$ cat src/rtl/number_pkg.sv
// Shared definitions for the BCD/binary number paths: FSM state type and BCD digit width.
package number_pkg;

  localparam int BCD_W = 4;

  typedef enum logic [1:0] {
    IDLE = 2'd0,
    CONV = 2'd1,
    DONE = 2'd2
  } state_t;

endpackage

$ cat src/rtl/bcd_mac_step.sv
// One decimal accumulation step: acc*10 + digit, with illegal-digit detect and overflow saturation.
module bcd_mac_step
  import number_pkg::*;
#(
  parameter int WIDTH = 18
) (
  input  logic [WIDTH-1:0] acc,
  input  logic [BCD_W-1:0] digit,
  output logic [WIDTH-1:0] next_acc,
  output logic             err
);

  logic [WIDTH+3:0] ext;
  logic [WIDTH+3:0] times10;
  logic [WIDTH+3:0] sum;
  logic [BCD_W-1:0] addend;
  logic             illegal;
  logic             overflow;

  // Four guard bits hold acc*10+15 exactly, so any set guard bit means the result no longer fits.
  always_comb begin
    ext      = {4'b0000, acc};
    times10  = (ext << 3) + (ext << 1);
    illegal  = (digit > 4'd9);
    addend   = illegal ? 4'd0 : digit;
    sum      = times10 + {{WIDTH{1'b0}}, addend};
    overflow = |sum[WIDTH+3:WIDTH];
    next_acc = overflow ? {WIDTH{1'b1}} : sum[WIDTH-1:0];
    err      = illegal | overflow;
  end

endmodule

$ cat src/rtl/number_encoder.sv
// Packed BCD to binary converter: one digit per cycle, most significant first, sticky error flag.
module number_encoder
  import number_pkg::*;
#(
  parameter int DIGITS = 8,
  parameter int WIDTH  = 18
) (
  input  logic                      clk,
  input  logic                      rst,
  input  logic                      i_start,
  input  logic [BCD_W*DIGITS-1:0]   i_bcd,
  output logic                      o_busy,
  output logic                      o_valid,
  output logic [WIDTH-1:0]          o_data,
  output logic                      o_err
);

  localparam int CNT_W = $clog2(DIGITS + 1);
  localparam logic [CNT_W-1:0] LAST = CNT_W'(DIGITS - 1);

  state_t                    state;
  logic [BCD_W*DIGITS-1:0]   shreg;
  logic [WIDTH-1:0]          acc;
  logic [WIDTH-1:0]          step_acc;
  logic [CNT_W-1:0]          cnt;
  logic                      flag;
  logic                      step_err;
  logic                      flag_next;

  assign flag_next = flag | step_err;

  // The latched digits shift left each cycle so the current digit is always the top nibble.
  bcd_mac_step #(
    .WIDTH(WIDTH)
  ) u_step (
    .acc     (acc),
    .digit   (shreg[BCD_W*DIGITS-1 -: BCD_W]),
    .next_acc(step_acc),
    .err     (step_err)
  );

  always_ff @(posedge clk) begin
    if (rst) begin
      state   <= IDLE;
      shreg   <= '0;
      acc     <= '0;
      cnt     <= '0;
      flag    <= 1'b0;
      o_busy  <= 1'b0;
      o_valid <= 1'b0;
      o_data  <= '0;
      o_err   <= 1'b0;
    end else begin
      case (state)
        IDLE: begin
          o_valid <= 1'b0;
          if (i_start) begin
            shreg  <= i_bcd;
            acc    <= '0;
            cnt    <= '0;
            flag   <= 1'b0;
            o_busy <= 1'b1;
            state  <= CONV;
          end
        end
        CONV: begin
          acc   <= step_acc;
          flag  <= flag_next;
          shreg <= shreg << BCD_W;
          cnt   <= cnt + 1'b1;
          // Results are registered on the last digit so they appear together with the DONE pulse.
          if (cnt == LAST) begin
            state   <= DONE;
            o_valid <= 1'b1;
            o_data  <= flag_next ? '0 : step_acc;
            o_err   <= flag_next;
          end
        end
        DONE: begin
          o_valid <= 1'b0;
          o_busy  <= 1'b0;
          state   <= IDLE;
        end
        default: begin
          o_valid <= 1'b0;
          o_busy  <= 1'b0;
          state   <= IDLE;
        end
      endcase
    end
  end

endmodule

$ cat config.mk
export PLATFORM = sky130hd
export DESIGN_NAME = number_encoder
export DESIGN_NICKNAME = d
export VERILOG_FILES = /design/src/rtl/number_pkg.sv /design/src/rtl/bcd_mac_step.sv /design/src/rtl/number_encoder.sv
export SDC_FILE = /design/constraint.sdc
export NUM_CORES = 1
export LEC_CHECK = 0
export BUFFER_PORTS_ARGS = -buffer_cell sky130_fd_sc_hd__buf_2
export CORE_MARGIN = 3
export CORE_UTILIZATION = 40
export CTS_CLUSTER_SIZE = 40
export DETAILED_ROUTE_END_ITERATION = 8
export GPL_TIMING_DRIVEN = 0
export PLACE_DENSITY = 0.66
export SLEW_MARGIN = 20
export SYNTH_ARGS = -nofsm -noshare
export SYNTH_HDL_FRONTEND = slang
export SYNTH_SLANG_ARGS = --single-unit
$ cat constraint.sdc
create_clock -name clk -period 3.5 [get_ports clk]
set_input_delay 0.7 -clock clk [delete_from_list [all_inputs] [get_ports clk]]
set_output_delay 0.7 -clock clk [all_outputs]
set_load 0.05 [all_outputs]
# ---- After elaboration in Yosys (flattened, before gate mapping)
# Cells that the tools add are included.
dict set report totals {
  regBits 78
  inputBits 35
  output_inout_bits 21
}
dict set report op_classes {
  add_sub_neg 3
  magnitude_cmp 1
  n_eq_ne 4
  muxes 16
  bitwise_logic 3
  n_reduce_logical 8
}
# op n
set op_table {}
lappend op_table {{$pmux W32 S2} 1}
lappend op_table {{$mux W18} 3}
lappend op_table {{$pmux W18 S2} 1}
lappend op_table {{$mux W32} 1}
lappend op_table {{$add A21 B19 Y22} 1}
lappend op_table {{$add A22 B4 Y22} 1}
lappend op_table {{$mux W4} 2}
lappend op_table {{$pmux W4 S2} 1}
lappend op_table {{$reduce_and A2 Y1} 4}
lappend op_table {{$add A4 B1 Y4 const B} 1}
lappend op_table {{$eq A4 B3 Y1 const B} 1}
lappend op_table {{$gt A4 B4 Y1 const B} 1}
lappend op_table {{$mux W2} 2}
lappend op_table {{$ne A2 B2 Y1 const B} 2}
lappend op_table {{$pmux W1 S2} 2}
lappend op_table {{$pmux W2 S2} 1}
lappend op_table {{$reduce_or A4 Y1} 1}
lappend op_table {{$eq A2 B1 Y1 const B} 1}
lappend op_table {{$logic_not A2 Y1} 1}
lappend op_table {{$mux W1} 2}
lappend op_table {{$or A1 B1 Y1} 2}
lappend op_table {{$reduce_bool A2 Y1} 1}
lappend op_table {{$reduce_or A2 Y1} 1}
lappend op_table {{$not A1 Y1} 1}

# ---- Depth between registers and ports, before layout
dict set report depth {
  depth_word 7
  ltp_mapped 13
  mapped_depth_nobuf 12
}

# ---- Hierarchy
# From an unflattened synthesis, not the netlist that was laid out.
dict set report hier_totals {
  cells_unflattened 508
  area_unflattened_um2 4506.8
}
# mod instances cells_each area_each_um2
set modules_own_cells {}
lappend modules_own_cells {number_encoder 1 340 3241.9}
lappend modules_own_cells {bcd_mac_step 1 168 1265.0}

# ---- Worst setup path before layout
# OpenSTA, ideal clock, no wires.
dict set report synth_timing {
  path_kind {reg2reg}
  startpoint {reg shreg[29]}
  endpoint {reg acc[12]}
  setup_ns 0.120
  arrival_ns 3.006
  t_required_ns 3.380
  slack_ns 0.374
  stages_incl_launch_ff 14
  synth_period_minus_slack_ns 3.126
  path_cell_list {dfxtp_1 > nor2_1 > nand2_1 > fa_1 > inv_1 > fa_1 > a21oi_1 > o211ai_1 > a21oi_1 > o211ai_1 > a22oi_2 > a31oi_4 > buf_6 > a211o_1}
}
dict set report synth_between {
  elab_chain_len 6
}
# element line_no
set synth_rtl {}
lappend synth_rtl {{from (decl)} number_encoder.sv:22} ;# logic [BCD_W*DIGITS-1:0] shreg;
lappend synth_rtl {{from (signal assigned)} number_encoder.sv:58} ;# shreg <= i_bcd;
lappend synth_rtl {{from (signal assigned)} number_encoder.sv:69} ;# shreg <= shreg << BCD_W;
lappend synth_rtl {{$gt A4 B4 Y1} bcd_mac_step.sv:24} ;# illegal = (digit > 4'd9);
lappend synth_rtl {{$mux W4 (*)} bcd_mac_step.sv:25} ;# addend = illegal ? 4'd0 : digit;
lappend synth_rtl {{$add A22 B4 Y22 (*)} bcd_mac_step.sv:26} ;# sum = times10 + {{WIDTH{1'b0}}, addend};
lappend synth_rtl {{$reduce_or A4 Y1} bcd_mac_step.sv:27} ;# overflow = |sum[WIDTH+3:WIDTH];
lappend synth_rtl {{$mux W18 (*)} bcd_mac_step.sv:28} ;# next_acc = overflow ? {WIDTH{1'b1}} : sum[WIDTH-1:0];
lappend synth_rtl {{$pmux W18 S2 (*)} number_encoder.sv:54} ;# case (state)
lappend synth_rtl {{to (signal assigned)} number_encoder.sv:67} ;# acc <= step_acc;
lappend synth_rtl {{to (decl)} number_encoder.sv:23} ;# logic [WIDTH-1:0] acc;
# Every way passes the cells marked *; elsewhere a longest branch is shown, timed or not.
# A chain may end at the register's enable or synchronous reset.

# ---- Worst setup path in the final report
dict set report layout_timing {
  startpoint {reg shreg[29]}
  endpoint {reg acc[15]}
}
# The elaborated chain is that of the path after synthesis.

==> impl_metrics.csv <==
group,metric,value,unit
status,outcome,"complete, no violations",
floorplanning,dieArea,11800,µm²
timing,slew_violations,0,
worst_setup_path,arrival,3.55,ns
timing,worst_slack,0.192,ns
placed_design,placedCellCount,668,
synthesis,yosysWarnings,0,
cells_and_area,stdcell_count,689,
synthesis,synth_nets,554,
min_path,min_to,"o_data[5]",
flow_run,cap_violations,0,
cells_and_area,drive_above_1_share,18.3,%
cells_and_area,layout_commonest_cell,"dfxtp_1",
drt,vias,3810,
min_path,min_from,"o_data[5]",
clock_tree,h-tree-depth,3,
synthesis,ys_top_cells_by_area,"dfxtp_1 37%, ha_1 11%, nor2_1 6.6%",
floorplanning,core,10000,µm²
clock_tree,cts_tree,"yes",
floorplanning,die_h,109,µm
synthesis,synth_area_leader_cell,"dfxtp_1",
worst_setup_path,r2r_cells,14,
synthesis,yosysUniqueCellTypes,54,
clock_tree,clk_pin_slew,0.09,ns
drt,first_iter_violations,173,
worst_setup_path,crit_fanout,10,
worst_setup_path,worst_ep_required_time,3.74,ns
drt,drtAntennaViolNets,0,
global_route,grt_overflow_total,0,
global_route,grt_pass1_vias,3560,
timing,finalCritPeriodShare,94.5,%
timing,fmax,0.302,GHz
placed_design,port_buffers,54,
placed_design,preCtsSetupSlack,-0.146,ns
worst_setup_path,r2r_start,"shreg[29]",
floorplanning,initial_core_util,42.1,%
worst_setup_path,worstReg2RegEnd,"acc[15]",
drt,drc,0,
global_route,grt_usage,18.4,%
synthesis,yosysSeqAreaShare,37.1,%
timing,setup_viol_count_final,0,
floorplanning,dieWidth,109,µm
cells_and_area,final_area,4870,µm²
drt,finalWirelength,10.6,mm
worst_setup_path,setup.worst_path.end_class,"flop",
drt,viasPerCell,5.53,
worst_setup_path,crit_type,"reg2reg",
timing,max-slew-margin-rel,42.6,%
power_and_ir_drop,power.density,375,nW/µm²
global_route,grt_pass1_wl,17.0,mm
global_route,grt_max_degree,14,
cells_and_area,layout_common_cells,"78 x dfxtp_1, 74 x nor2_1, 57 x buf_2, 36 x ha_1, 27 x nand2_1",
synthesis,netlist_area,4210,µm²
timing,skew,0.0148,ns
drt,drt_pre_antenna_iters,5,
placed_design,place_area,4640,µm²
synthesis,synthCells,481,
global_route,antenna_found_initial,0,
synthesis,synth-main-ff-cell,"dfxtp_1",
min_path,min_path_cells,2,
synthesis,ys_ff_latch,78,
clock_tree,cts_root_buffer,"clkbuf_8",
floorplanning,row_count,36,
worst_setup_path,cp-start-kind,"flop",
placed_design,dp_hpwl,7.89,mm
clock_tree,cts_hold_buf,0,
timing,hold_violations,0,
cells_and_area,layout.nets,625,
synthesis,synth_top_cell_area_share,37.1,%
power_and_ir_drop,irDropWorstVdd,0.218,mV
drt,routedWlPerCell,15.3,µm
clock_tree,cts-buffers-inserted,9,
synthesis,syn_avg_cell_area,8.74,µm²
clock_tree,clkLatencyLatePin,0.36,ns
synthesis,async_flop_share,0,%
cells_and_area,syn_to_final_growth,15.9,%
cells_and_area,fin_util,48.7,%
clock_tree,clock_sinks,78,
timing,tightest_slew,0.855,ns
clock_tree,clockBufferDepth,2,
floorplanning,pin_count,56,
min_path,holdCritPathClass,"reg2reg",
cells_and_area,antenna_cells,0,
power_and_ir_drop,power.leakage,0.00235,µW
worst_setup_path,r2r_setup_slack,0.19,ns
timing,rsz0062_at_grt,"no",
placed_design,gp_congestion,0.864,
synthesis,synth-edff-count,0,
timing,period_minus_slack,3.31,ns
-- stage by stage --
stage               hold WS (ns)  setup TNS [ns]  power, µW
floorplan                  0.435               0       1140
global placement           0.430           -1.08       1210
detailed placement         0.440           -2.58       1220
CTS                        0.461               0       1840
global route               0.483               0       1910
finish                     0.453               0       1830
-- routing by layer --
metal / GRT usage (%) / routed length [µm]
met2: 30.1 / 4950
met4: 4.78 / 127
met3: 4.84 / 665
met1: 24.0 / 4810
met5: 0 / 0
-- synthesized netlist by cell type (3+ instances only) --
cell,instances
nor2_1,74
buf_6,3
dfxtp_1,78
nor2b_1,4
a311oi_1,3
ha_1,36
nand2_1,27
inv_1,22
nor3_1,24
a221o_1,11
a22o_1,5
a222oi_1,10
buf_2,3
o21ai_0,19
a21o_1,7
buf_1,3
nand3_1,6
a31oi_1,3
nor4_1,3
clkbuf_1,17
a211o_1,6
a2bb2oi_1,17
xnor2_1,9
o211ai_1,5
xor2_1,5
and3_1,4
o21ai_1,3
or3_1,3
a21oi_1,22
and2_1,12
a31o_2,8
-- sequential cells by signal (all words and copies together) (netlist names) --
register,count
acc,18
state,2
flag,1
o_err,1
o_busy,1
o_data,18
o_valid,1
shreg,32
cnt,4
-- where the power goes --
group | switching, µW | internal [µW] | total (µW)
logic | 140 | 100 | 240
registers | 26.3 | 931 | 958
clock network | 354 | 274 | 629
total | 520 | 1310 | 1830
-- kinds of logic after synthesis --
group                      Yosys count  synth area share (%)
adders and majority gates           38                  11.7
muxes                                1                 0.238
xor gates and xnor gates            14                  2.92
AOI/OAI and AO/OA                  136                  25.2
buffers and inverters               50                  5.21
and+or+nand+nor                    164                  17.6
DFF                                 78                  37.1
-- critical path: stages, from the launching register on --
cell and delay [ns]:
dfxtp_1 0.34, nor2_1 0.10, nand2_1 0.10, fa_1 0.49, inv_1 0.07, fa_2 0.42
a21oi_2 0.19, o211ai_1 0.12, a21oi_2 0.13, buf_4 0.15, o211ai_1 0.12, a22oi_2 0.33
a31oi_4 0.19, buf_6 0.18, a221o_1 0.26
-- final cells by class --
cell class | count | area, µm²
Buffer | 28 | 136
Clock inverter | 5 | 35.0
Timing Repair Buffer | 60 | 315
Sequential cell | 78 | 1560
Fill cell | 1013 | 5120
Multi-Input combinational cell | 353 | 2440
Clock buffer | 10 | 138
Inverter | 22 | 82.6
Tap cell | 133 | 166
-- repair_timing --
item,in CTS,in global routing
resized for setup,1,3
setup endpoints to repair,30,29
pin swaps,1,5
buffers inserted,1,5
cloned,0,0
-- how the worst max path moves through the flow --
stage          slack (ns)  depth (start not counted)      start         end
3_3_place_gp        -0.05                         11     acc[0]   o_data[0]
4_1_cts              0.02                         13  shreg[29]  o_data[14]
3_5_place_dp        -0.15                         12  shreg[29]   o_data[1]
2_1_floorplan        0.37                         13  shreg[29]     acc[12]
5_1_grt              0.03                         14  shreg[29]     acc[15]
6_report             0.19                         14  shreg[29]     acc[15]
No activity file was read; power rests on OpenSTA's default activity.
